--- src/rtl/div_seq_ctrl_pkg.sv ---
// -----------------------------------------------------------------------------
// div_seq_ctrl_pkg
// Shared definitions for the sequential non-restoring divide unit.
//   DIV_WIDTH : default operand/quotient/remainder width
//   state_t   : controller state encoding
// Optional build macro used by the divider: DIV_SIGNED_EN (two's complement
// operands); when undefined the unit is unsigned only.
// -----------------------------------------------------------------------------
package div_seq_ctrl_pkg;

    localparam int DIV_WIDTH = 8;

    typedef enum logic [1:0] {
        ST_IDLE = 2'd0,
        ST_RUN  = 2'd1,
        ST_FIX  = 2'd2,
        ST_DONE = 2'd3
    } state_t;

endpackage

--- src/rtl/div_seq_ctrl_step.sv ---
// -----------------------------------------------------------------------------
// div_step
// One combinational non-restoring division iteration.
//   a_in  : signed partial remainder (WIDTH+1 bits)
//   q_in  : quotient / dividend shift register (WIDTH bits)
//   m_in  : unsigned divisor (WIDTH bits, zero-extended internally)
//   a_out : next partial remainder
//   q_out : next quotient register, new bit shifted into LSB
// -----------------------------------------------------------------------------
module div_step
    import div_seq_ctrl_pkg::*;
#(
    parameter int WIDTH = DIV_WIDTH
) (
    input  logic signed [WIDTH:0]   a_in,
    input  logic        [WIDTH-1:0] q_in,
    input  logic        [WIDTH-1:0] m_in,
    output logic signed [WIDTH:0]   a_out,
    output logic        [WIDTH-1:0] q_out
);

    logic signed [WIDTH:0] a_sh;
    logic signed [WIDTH:0] m_ext;

    always_comb begin
        // {A,Q} << 1: the old sign bit of A falls off, but it still selects
        // the operation. The true result lies in [-M, M), so the modulo
        // 2^(WIDTH+1) arithmetic is exact even for divisors with MSB set.
        a_sh  = {a_in[WIDTH-1:0], q_in[WIDTH-1]};
        m_ext = $signed({1'b0, m_in});
        if (a_in[WIDTH]) begin
            a_out = a_sh + m_ext;
        end else begin
            a_out = a_sh - m_ext;
        end
        q_out = {q_in[WIDTH-2:0], ~a_out[WIDTH]};
    end

endmodule

--- src/rtl/div_seq_ctrl.sv ---
// -----------------------------------------------------------------------------
// div_seq_ctrl
// Multi-cycle divide unit: one non-restoring step per clock for WIDTH cycles,
// one remainder-correction cycle, then a one-cycle done pulse.
//   clk, rst            : clock, asynchronous active-high reset
//   start               : request, sampled only in IDLE
//   dividend, divisor   : operands captured on an accepted start
//   busy                : high from the cycle after accept through done
//   done                : one-cycle result-valid pulse
//   quotient, remainder : results, held until the next result is loaded
//   div_zero            : divisor was zero (quotient all-ones, rem=dividend)
// Build option: define DIV_SIGNED_EN for two's complement operands
// (truncating quotient, remainder carries the dividend's sign).
// -----------------------------------------------------------------------------
module div_seq_ctrl
    import div_seq_ctrl_pkg::*;
#(
    parameter int WIDTH = DIV_WIDTH
) (
    input  logic             clk,
    input  logic             rst,
    input  logic             start,
    input  logic [WIDTH-1:0] dividend,
    input  logic [WIDTH-1:0] divisor,
    output logic             busy,
    output logic             done,
    output logic [WIDTH-1:0] quotient,
    output logic [WIDTH-1:0] remainder,
    output logic             div_zero
);

    localparam int             CW   = $clog2(WIDTH + 1);
    localparam logic [CW-1:0]  LAST = CW'(WIDTH - 1);

    state_t                state_q,  state_d;
    logic signed [WIDTH:0] a_q,      a_d;
    logic [WIDTH-1:0]      q_q,      q_d;
    logic [WIDTH-1:0]      m_q,      m_d;
    logic [CW-1:0]         cnt_q,    cnt_d;
    logic [WIDTH-1:0]      quot_q,   quot_d;
    logic [WIDTH-1:0]      rem_q,    rem_d;
    logic                  dz_q,     dz_d;

    logic signed [WIDTH:0] step_a;
    logic [WIDTH-1:0]      step_q;
    logic signed [WIDTH:0] a_fix;

`ifdef DIV_SIGNED_EN
    logic qneg_q, qneg_d;
    logic rneg_q, rneg_d;

    function automatic logic [WIDTH-1:0] neg_if(input logic [WIDTH-1:0] v,
                                                 input logic n);
        return n ? (~v + 1'b1) : v;
    endfunction
`endif

    div_step #(.WIDTH(WIDTH)) u_step (
        .a_in  (a_q),
        .q_in  (q_q),
        .m_in  (m_q),
        .a_out (step_a),
        .q_out (step_q)
    );

    always_comb begin
        state_d = state_q;
        a_d     = a_q;
        q_d     = q_q;
        m_d     = m_q;
        cnt_d   = cnt_q;
        quot_d  = quot_q;
        rem_d   = rem_q;
        dz_d    = dz_q;
`ifdef DIV_SIGNED_EN
        qneg_d  = qneg_q;
        rneg_d  = rneg_q;
`endif
        // Final correction: a negative partial remainder is restored once.
        a_fix = a_q[WIDTH] ? (a_q + $signed({1'b0, m_q})) : a_q;

        unique case (state_q)
            ST_IDLE: begin
                if (start) begin
                    if (divisor == '0) begin
                        quot_d  = '1;
                        rem_d   = dividend;
                        dz_d    = 1'b1;
                        state_d = ST_DONE;
                    end else begin
                        a_d     = '0;
                        cnt_d   = '0;
`ifdef DIV_SIGNED_EN
                        // Divide magnitudes; the most-negative value's
                        // magnitude still fits as an unsigned WIDTH-bit word.
                        q_d     = neg_if(dividend, dividend[WIDTH-1]);
                        m_d     = neg_if(divisor,  divisor[WIDTH-1]);
                        qneg_d  = dividend[WIDTH-1] ^ divisor[WIDTH-1];
                        rneg_d  = dividend[WIDTH-1];
`else
                        q_d     = dividend;
                        m_d     = divisor;
`endif
                        state_d = ST_RUN;
                    end
                end
            end
            ST_RUN: begin
                a_d   = step_a;
                q_d   = step_q;
                cnt_d = cnt_q + 1'b1;
                if (cnt_q == LAST) begin
                    state_d = ST_FIX;
                end
            end
            ST_FIX: begin
                a_d     = a_fix;
`ifdef DIV_SIGNED_EN
                quot_d  = neg_if(q_q, qneg_q);
                rem_d   = neg_if(a_fix[WIDTH-1:0], rneg_q);
`else
                quot_d  = q_q;
                rem_d   = a_fix[WIDTH-1:0];
`endif
                dz_d    = 1'b0;
                state_d = ST_DONE;
            end
            ST_DONE: begin
                state_d = ST_IDLE;
            end
            default: begin
                state_d = ST_IDLE;
            end
        endcase
    end

    always_ff @(posedge clk or posedge rst) begin
        if (rst) begin
            state_q <= ST_IDLE;
            a_q     <= '0;
            q_q     <= '0;
            m_q     <= '0;
            cnt_q   <= '0;
            quot_q  <= '0;
            rem_q   <= '0;
            dz_q    <= 1'b0;
`ifdef DIV_SIGNED_EN
            qneg_q  <= 1'b0;
            rneg_q  <= 1'b0;
`endif
        end else begin
            state_q <= state_d;
            a_q     <= a_d;
            q_q     <= q_d;
            m_q     <= m_d;
            cnt_q   <= cnt_d;
            quot_q  <= quot_d;
            rem_q   <= rem_d;
            dz_q    <= dz_d;
`ifdef DIV_SIGNED_EN
            qneg_q  <= qneg_d;
            rneg_q  <= rneg_d;
`endif
        end
    end

    assign busy      = (state_q != ST_IDLE);
    assign done      = (state_q == ST_DONE);
    assign quotient  = quot_q;
    assign remainder = rem_q;
    assign div_zero  = dz_q;

endmodule

--- config.mk ---
export PLATFORM = sky130hd
export DESIGN_NAME = div_seq_ctrl
export DESIGN_NICKNAME = d
export VERILOG_FILES = /design/src/rtl/div_seq_ctrl_pkg.sv /design/src/rtl/div_seq_ctrl_step.sv /design/src/rtl/div_seq_ctrl.sv
export SDC_FILE = /design/constraint.sdc
export NUM_CORES = 1
export LEC_CHECK = 0
export ABC_AREA = 1
export ABC_CLOCK_PERIOD_IN_PS = 3050
export BUFFER_PORTS_ARGS = -buffer_cell sky130_fd_sc_hd__buf_2
export CAP_MARGIN = 20
export CORE_MARGIN = 2
export CORE_UTILIZATION = 30
export DETAILED_ROUTE_END_ITERATION = 7
export SETUP_SLACK_MARGIN = 0.5
export SYNTH_ARGS = -nofsm -noshare
export SYNTH_HDL_FRONTEND = slang
export SYNTH_SLANG_ARGS = --single-unit
--- constraint.sdc ---
create_clock -name clk -period 3.05 [get_ports clk]
set_clock_uncertainty 0.05 [all_clocks]
set_input_delay 0.1525 -clock clk [delete_from_list [all_inputs] [get_ports clk]]
set_output_delay 0.1525 -clock clk [all_outputs]
set_load 0.02 [all_outputs]
=== Yosys cells after proc, flatten, opt, wreduce, memory -nomap -nowiden ===
Index checks and enable logic that the tools add are counted.

* Register bits: 48
* Input port bits: 19
* Output and inout port bits: 19

* Add/sub/neg operators: 4
* Equality and inequality tests: 8
* Muxes and demuxes: 24
* Bitwise operators: 2
* Reductions and logical operators: 11

{| class="wikitable"
|+ Operators with widths
! cell !! number
|-
| two-way mux 8 bit || 6
|-
| case mux 8 bit (2 select lines) || 3
|-
| two-way mux 9 bit || 4
|-
| case mux 9 bit (3 select lines) || 1
|-
| adder 9 bit || 2
|-
| AND reduction 3 bit || 4
|-
| subtractor 9 bit || 1
|-
| zero test 8 bit || 1
|-
| two-way mux 4 bit || 2
|-
| != test 2 bit (second input constant) || 4
|-
| case mux 2 bit (4 select lines) || 1
|-
| case mux 4 bit (2 select lines) || 1
|-
| two-way mux 2 bit || 3
|-
| nonzero test 2 bit || 3
|-
| adder 4 x 1 -> 4 bit (second input constant) || 1
|-
| == test 2 bit (second input constant) || 2
|-
| == test 4 x 3 -> 1 bit (second input constant) || 1
|-
| nonzero test 3 bit || 1
|-
| == test 2 x 1 -> 1 bit (second input constant) || 1
|-
| zero test 2 bit || 1
|-
| two-way mux 1 bit || 2
|-
| NOT 1 bit || 2
|-
| case mux 1 bit (2 select lines) || 1
|-
| AND reduction 2 bit || 1
|}

=== Depth between registers and ports, before layout ===
Gate-level depths: netlist (run 1).

* Word-level depth: 4
* Gate-level depth with buffers: 17
* Gate-level depth less buffers: 17

=== Hierarchy ===
From an unflattened synthesis (run 1), not the netlist that was laid out.

* Cells, all modules: 471
* Area total of the unflattened synthesis: 3412.0 µm²

{| class="wikitable"
|+ Modules (own cells, without submodules)
! module !! instances !! cells an instance !! area each (µm²) !! seq. area each (µm²)
|-
| div_seq_ctrl || 1 || 348 || 2731.4 || 1201.2
|-
| div_step || 1 || 123 || 680.7 || 0.0
|}

=== Worst setup path before layout (run 1) ===
No wires, ideal clock.

* Path kind: register to register
* Start point: register m_q[1]
* End point: register a_q[8]
* Setup time: 0.117 ns
* Data arrival time: 2.070 ns
* Data required time: 2.883 ns
* Path slack: 0.812 ns
* Stages on the path, launching flop included: 16
* Path buffers: 0
* Clock period less this slack: 2.238 ns
* Path through: dfrtp_1 -> inv_1 -> ha_1 -> inv_1 -> o21ai_0 -> inv_1 -> fa_1 -> nand3b_1 -> nand2_1 -> nand2_1 -> nand2_1 -> nand3_1 -> nand3_1 -> nand2_1 -> nand2_1 -> nand2_1

* Cells in the longest elaborated chain, start to end: 3
* Elaborated cells between the ends (all ways): 6
* Those cells by class: add/sub: 3; mux: 3

{| class="wikitable"
|+ Ends and longest elaborated chain
! element !! line !! RTL
|-
| from (decl) || div_seq_ctrl.sv:38 || <nowiki>logic [WIDTH-1:0] m_q, m_d;</nowiki>
|-
| from (signal assigned) || div_seq_ctrl.sv:155 || <nowiki>m_q <= m_d;</nowiki>
|-
| adder 9 bit (tied with other cells) || div_seq_ctrl.sv:80 || <nowiki>a_fix = a_q[WIDTH] ? (a_q + $signed({1'b0, m_q})) : a_q;</nowiki>
|-
| two-way mux 9 bit (on tied branches) || div_seq_ctrl.sv:80, div_seq_ctrl_step.sv:31 ||
|-
| case mux 9 bit (3 select lines) * || div_seq_ctrl.sv:82 || <nowiki>unique case (state_q)</nowiki>
|-
| to (signal assigned) || div_seq_ctrl.sv:140 || <nowiki>a_q <= '0;</nowiki>
|-
| to (signal assigned) || div_seq_ctrl.sv:153 || <nowiki>a_q <= a_d;</nowiki>
|-
| to (decl) || div_seq_ctrl.sv:36 || <nowiki>logic signed [WIDTH:0] a_q, a_d;</nowiki>
|}

Mark *: on every way between the ends. The rest lies on a longest branch, timed or not.
A chain may end at the register's enable or synchronous reset.

=== Final worst setup path (run 1) ===
* Start point: register m_q[1]
* End point: register a_q[7]

The elaborated chain is that of the path after synthesis.

==> results of run 1 <==
[sequential cells by signal, summed over array words and instances (netlist names)]
| signal | count |
|---|---|
| cnt_q | 4 |
| q_q | 8 |
| state_q | 2 |
| a_q | 9 |
| remainder | 8 |
| quotient | 8 |
| m_q | 8 |
| div_zero | 1 |
[power groups by stage]
stage | Clock [mW] | Sequential (mW) | Combinational, mW
floorplan | 0 | 1.22 | 1.92
global placement | 0 | 1.15 | 2.60
detailed placement | 0 | 1.16 | 2.65
CTS | 0.499 | 1.14 | 2.67
global route | 0.528 | 1.20 | 3.27
finish | 0.486 | 1.16 | 2.87
[cells in the final DEF, fill, tap and decap left out, types with 2 or more instances in the layout]
| master | instances |
|---|---|
| clkbuf_8 | 5 |
| dlygate4sd3_1 | 2 |
| nand2_2 | 4 |
| dfrtp_1 | 48 |
| nand3_2 | 2 |
| a21oi_2 | 2 |
| nand3b_1 | 2 |
| a211oi_1 | 2 |
| clkinvlp_4 | 2 |
| buf_2 | 37 |
| nand2_1 | 141 |
| a21oi_1 | 17 |
| inv_1 | 46 |
| ha_1 | 22 |
| o211ai_1 | 9 |
| inv_2 | 6 |
| nand3_1 | 34 |
| a31oi_1 | 8 |
| o21ai_0 | 27 |
| ha_2 | 2 |
| nor2_1 | 36 |
| buf_4 | 10 |
| inv_4 | 2 |
| xor2_1 | 8 |
| nand4_1 | 3 |
[worst max path at each step]
stage	startpoint	to	depth (start not counted)
6_report	m_q[1]	a_q[7]	15
5_1_grt	m_q[1]	a_q[8]	16
4_1_cts	state_q[0]	remainder[2]	10
3_5_place_dp	state_q[0]	remainder[4]	10
3_3_place_gp	state_q[0]	remainder[4]	10
2_1_floorplan	m_q[1]	a_q[8]	15
[stage by stage]
stage	util, %	cell area, µm²	hold WS [ns]	power [mW]
finish	36.5	3800	0.0108	4.52
global route	36.5	3800	0.0130	4.99
CTS	35.3	3670	0.00796	4.31
detailed placement	34.0	3540	0.316	3.80
global placement	34.0	3540	0.321	3.75
floorplan	-	3240	0.212	3.14
[final cells by class]
type	count	area [µm²]	share of cell area (%)
flip-flops and latches	48	1200	31.6
clock inverters	3	46.3	1.22
clock buffers	5	68.8	1.81
multi-input cells	333	1800	47.4
well taps	136	170	4.47
inverters	55	215	5.66
repair buffers	50	300	7.89
[metal layers]
| layer | track usage, % | up-vias | part of all wire (%) |
|---|---|---|---|
| met5 | 0 | - | 0 |
| met2 | 24.6 | 91 | 45 |
| met1 | 21.7 | 1433 | 50 |
| met4 | 3.21 | 0 | 1.1 |
| li1 | - | 1544 | - |
| met3 | 2.42 | 9 | 4.6 |
[critical path, stage by stage (launching register included)]
cell and delay (ns):
dfrtp_1 0.42, inv_2 0.09, ha_2 0.19, nand2_1 0.08
o21ai_0 0.20, xor2_1 0.19, ha_1 0.32, nand2_1 0.09
nand2_1 0.05, inv_1 0.09, o21a_1 0.16, nand3_1 0.08
nand3_1 0.08, nand2_1 0.05, nand2_1 0.05, nand2_1 0.05
[cells by family (layout without fill, tap and decap cells)]
kind of cell	count (synthesis)	after routing	share of synthesized area, %
AND/OR/NAND/NOR	227	227	28.6
AO/OA/AOI/OAI	72	72	12.8
buffers and inverters	69	113	8.77
flip-flops	48	48	37.1
adder cells (fa/ha/maj)	26	26	10.5
XOR/XNOR	8	8	2.16
[what timing repair did]
action                     in CTS  in global routing
hold buffers                    1                  1
resized for setup               1                 19
buffers inserted                1                  6
setup endpoints to repair       7                 11
pin swaps                       0                  8
hold endpoints to repair        1                 48
==> results.sh, run 1 <==
export IMPL_outcome="completed"
export IMPL_rr_startpoint="m_q[1]"
export IMPL_yosysTopAreaCellShare_pct=37.1
export IMPL_fillers=1101
export IMPL_grt_ovfl_total=0
export IMPL_drv_slew=0
export IMPL_antenna_found_initial=0
export IMPL_r2r_slack_ns=0.72
export IMPL_core_um2=10400
export IMPL_p_leak_nw=1.97
export IMPL_cts_reportedPaths_clkPinSlew_ns=0.09
export IMPL_cp_max_fo=6
export IMPL_ir_drop_v=0.000423
export IMPL_worstMarginPinSlew_ns=0.494
export IMPL_syn_cell_area_um2=3240
export IMPL_syn_area_per_cell_um2=7.20
export IMPL_power_switching_mw=2.31
export IMPL_grt_use_total_pct=15.3
export IMPL_grt_pass1_vias=2851
export IMPL_cts_buffer_depth=2
export IMPL_place_inst=612
export IMPL_ys_async_sr_fraction_pct=100
export IMPL_rsz0062_at_grt="false"
export IMPL_synth_most_common_cell="nand2_1"
export IMPL_wirelength_mm=8.49
export IMPL_drt_pass1_iterations=5
export IMPL_critPathCaptureType="register"
export IMPL_hold_start="divisor[5]"
export IMPL_clock_sinks=48
export IMPL_period_minus_slack_ns=2.33
export IMPL_ys_dominant_reg_cell="dfrtp_1"
export IMPL_ant_nets=0
export IMPL_die_w_um=108
export IMPL_yosys_register_bits=48
export IMPL_port_buffers=37
export IMPL_worst_r2r_path_depth=15
export IMPL_synth_area_top_cells="dfrtp_1 (37%), nand2_1 (17%), ha_1 (9.3%)"
export IMPL_p_int_mw=2.20
export IMPL_seq_area_frac_synth_pct=37.1
export IMPL_syn_num_nets=495
export IMPL_combinationalPowerShare_pct=63.6
export IMPL_syn_inst=450
export IMPL_grt_max_degree=49
export IMPL_cts_buffers_inserted=5
export IMPL_critPathArrivalTime_ns=2.49
export IMPL_initialDrtViolationCount=218
export IMPL_via_per_inst=4.88
export IMPL_cts_tree="built"
export IMPL_synth_cell_types=31
export IMPL_seqPwrFrac_pct=25.6
export IMPL_setup_viol=0
export IMPL_fin_nets=538
export IMPL_timing_final_ws_setup_ns=0.717
export IMPL_clkLatencyLatePin_ns=0.31
export IMPL_synth_commonest_cells="nand2_1 (144), inv_1 (50), dfrtp_1 (48), nor2_1 (37), nand3_1 (35)"
export IMPL_hold_class="in -> reg"
export IMPL_die_area_um2=11600
export IMPL_dp_slack_ns=0.286
export IMPL_p_sw_share_pct=51.2
export IMPL_syn2layout_area_growth_pct=17.5
export IMPL_diodes=0
export IMPL_vias=3077
export IMPL_holdPathStages=3
export IMPL_synth_edf_count=0
export IMPL_dp_hpwl_mm=6.26
export IMPL_period_share_pct=76.5
export IMPL_tns_ns=0
export IMPL_rows=37
export IMPL_layoutNonFillerInstCount=630
export IMPL_htreeDepth=2
export IMPL_routedWlPerCell_um=13.5
export IMPL_power_density_nw_per_um2=1190
export IMPL_initial_core_util_pct=31.1
export IMPL_ys_warnings_count=0
export IMPL_drc=0
export IMPL_drive_above_1_share_pct=16.8
export IMPL_cts_root_buf="clkbuf_8"
export IMPL_fmax_mhz=429
export IMPL_globalplace_congestion=0.930
export IMPL_p_clk_share_pct=10.8
export IMPL_synth_top_cell_by_area="dfrtp_1"
export IMPL_grt_pass1_wl_mm=14.1
export IMPL_critical_path_class="reg -> reg"
export IMPL_cp_start_kind="register"
export IMPL_hold_violations=0
export IMPL_fp_dieH_um=108
export IMPL_max_cap_violations=0
export IMPL_r2r_end="a_q[7]"
export IMPL_relSlewSlack_pct=66.8
export IMPL_hold_end="m_q[5]"
export IMPL_io_pin_count=38
export IMPL_crit_required_ns=3.21
Note: power is estimated with default switching activity, not from simulation.
==> run 2: changes to the inputs <==
--- a/config.mk
+++ b/config.mk
@@ -6,7 +6,7 @@
 export NUM_CORES = 1
 export LEC_CHECK = 0
 export ABC_AREA = 1
-export ABC_CLOCK_PERIOD_IN_PS = 3050
+export ABC_CLOCK_PERIOD_IN_PS = 2400
 export BUFFER_PORTS_ARGS = -buffer_cell sky130_fd_sc_hd__buf_2
 export CAP_MARGIN = 20
 export CORE_MARGIN = 2
==> constraint.sdc (replaced) <==
create_clock -name clk -period 2.4 [get_ports clk]
set_clock_uncertainty 0.05 [all_clocks]
set_input_delay 0.12 -clock clk [delete_from_list [all_inputs] [get_ports clk]]
set_output_delay 0.12 -clock clk [all_outputs]
set_load 0.02 [all_outputs]
==> run 2 against run 1 <==
Net effect:
- worst setup slack worse by 0.61 ns
- register-to-register slack worse by 0.61 ns
- power up 43%
- critical path depth down 1
- largest cell class unchanged
- die area unchanged
- largest power group unchanged
- highest routed layer unchanged
- routed wire length up 8.2%
- clock-buffer cell count unchanged
==> results.sh, run 2 (synthesized netlist as in run 1, its figures left out) <==
export IMPL_outcome="completed"
export IMPL_crit_required_ns=2.56
export IMPL_port_buffers=37
export IMPL_initialDrtViolationCount=296
export IMPL_grt_use_total_pct=16.1
export IMPL_cts_reportedPaths_clkPinSlew_ns=0.10
export IMPL_postPlaceCellArea_um2=3620
export IMPL_cts_buffers_inserted=5
export IMPL_drt_pass1_iterations=4
export IMPL_io_pin_count=38
export IMPL_drc=0
export IMPL_globalplace_congestion=0.919
export IMPL_ir_drop_v=0.000722
export IMPL_critPathCaptureType="register"
export IMPL_grt_max_degree=26
export IMPL_p_leak_nw=2.07
export IMPL_via_per_inst=4.80
export IMPL_fillers=1046
export IMPL_routedWlPerCell_um=14.1
export IMPL_die_w_um=108
export IMPL_rsz0062_at_grt="true"
export IMPL_htreeDepth=2
export IMPL_fp_dieH_um=108
export IMPL_cp_max_fo=6
export IMPL_clock_sinks=48
export IMPL_regMostFlops="a_q"
export IMPL_critical_path_class="reg -> reg"
export IMPL_critPathArrivalTime_ns=2.46
export IMPL_cts_root_buf="clkbuf_8"
export IMPL_max_cap_violations=0
export IMPL_fin_nets=559
export IMPL_cts_tree="built"
export IMPL_drive_above_1_share_pct=25.6
export IMPL_grt_ovfl_total=0
export IMPL_dp_hpwl_mm=6.64
export IMPL_worstMarginPinSlew_ns=0.459
export IMPL_core_um2=10400
export IMPL_vias=3122
export IMPL_dp_slack_ns=0.128
export IMPL_wirelength_mm=9.19
export IMPL_power_density_nw_per_um2=1560
export IMPL_grt_pass1_wl_mm=14.8
export IMPL_syn2layout_area_growth_pct=28.0
export IMPL_clkLatencyLatePin_ns=0.31
export IMPL_fmax_mhz=436
export IMPL_timing_final_ws_setup_ns=0.105
export IMPL_rows=37
export IMPL_mostFrequentLayoutCells="nand2_1 (137), dfrtp_1 (47), inv_1 (40), buf_2 (37), nor2_1 (33)"
export IMPL_relSlewSlack_pct=69.2
export IMPL_period_minus_slack_ns=2.29
export IMPL_cts_buffer_depth=2
export IMPL_hold_class="in -> reg"
export IMPL_antenna_found_initial=0
export IMPL_design_area_um2=4150
export IMPL_period_share_pct=95.6
export IMPL_mostFrequentLayoutCell="nand2_1"
export IMPL_r2r_slack_ns=0.11
export IMPL_largest_reg_flops=9
export IMPL_die_area_um2=11600
export IMPL_hold_violations=0
export IMPL_drv_slew=0
export IMPL_initial_core_util_pct=31.1
export IMPL_grt_pass1_vias=3057
export IMPL_setup_viol=0
export IMPL_cp_start_kind="register"
export IMPL_ant_nets=0
export IMPL_diodes=0
==> run 2: cell count changes in the layout (fill, tap and decap cells not counted), moves of 5 or more <==
cell,change
ha_4,+5
dlygate4sd3_1,+6
o21ai_0,-7
inv_2,+6
buf_4,+11
inv_1,-6
==> run 2: report_power, final <==
| group | total [mW] | switching, mW | internal [mW] |
|---|---|---|---|
| registers | 1.48 | 0.311 | 1.17 |
| clock network | 0.631 | 0.316 | 0.315 |
| logic | 4.34 | 2.61 | 1.73 |
| total | 6.46 | 3.23 | 3.22 |
==> run 2: layer usage <==
layer  vias up  wire length (µm)  track usage (%)
met1      1480              3990             20.7
met2        56              4780             28.4
met4         0               155             4.12
li1       1574                 -                -
met5         -                 0                0
met3        12               261             1.88
==> run 2: worst max-delay path, stage by stage, from the launching register on <==
cell	delay, ns
dfrtp_1	0.43
nor3_2	0.24
or2_4	0.16
xor2_1	0.22
ha_1	0.35
a21oi_2	0.17
nand2_2	0.11
nand2_2	0.08
nand2_2	0.05
inv_1	0.06
nand2_1	0.06
nand3_2	0.06
nand2_1	0.05
nand2_1	0.05
nand2_1	0.05
==> run 2: worst paths after layout <==
path / from / endpoint / depth (start not counted)
max: m_q[1] / a_q[8] / 14
min: dividend[6] / remainder[6] / 3
max reg2reg: m_q[1] / a_q[8] / 14
min reg2reg: quotient[4] / quotient[4] / 2
max in group asynchronous: rst / a_q[8] / 4
min in group asynchronous: rst / remainder[4] / 3
==> run 2: area by class of cell <==
| type | count | area, µm² | share of cell area (%) |
|---|---|---|---|
| Timing Repair Buffer | 70 | 468 | 11.3 |
| Clock buffer | 5 | 68.8 | 1.66 |
| Timing Repair inverter | 1 | 5.00 | 0.121 |
| Multi-Input combinational cell | 333 | 1970 | 47.5 |
| Inverter | 55 | 215 | 5.19 |
| Tap cell | 136 | 170 | 4.11 |
| Sequential cell | 48 | 1200 | 29.0 |
| Clock inverter | 3 | 46.3 | 1.12 |
==> run 2: timing repair <==
action	4_1_cts	5_1_grt
cloned	0	1
gates resized for setup	16	41
setup buffers	9	6
setup endpoints to repair	14	33
pin swaps	15	25
hold buffers	7	1
endpoints found under the hold margin	17	1
==> run 2: through the flow <==
stage | utilization [%] | total power [mW] | TNS [ns] | hold slack [ns] | instances
after floorplan | - | 4.06 | 0 | 0.180 | 450
after global placement | 34.7 | 4.90 | 0 | 0.0191 | 619
after detailed placement | 34.7 | 4.97 | 0 | 0.0302 | 619
after CTS | 37.6 | 5.91 | 0 | 0.00236 | 643
after global routing | 39.8 | 7.06 | -0.0367 | 0.0143 | 651
final | 39.8 | 6.46 | 0 | 0.00968 | 651
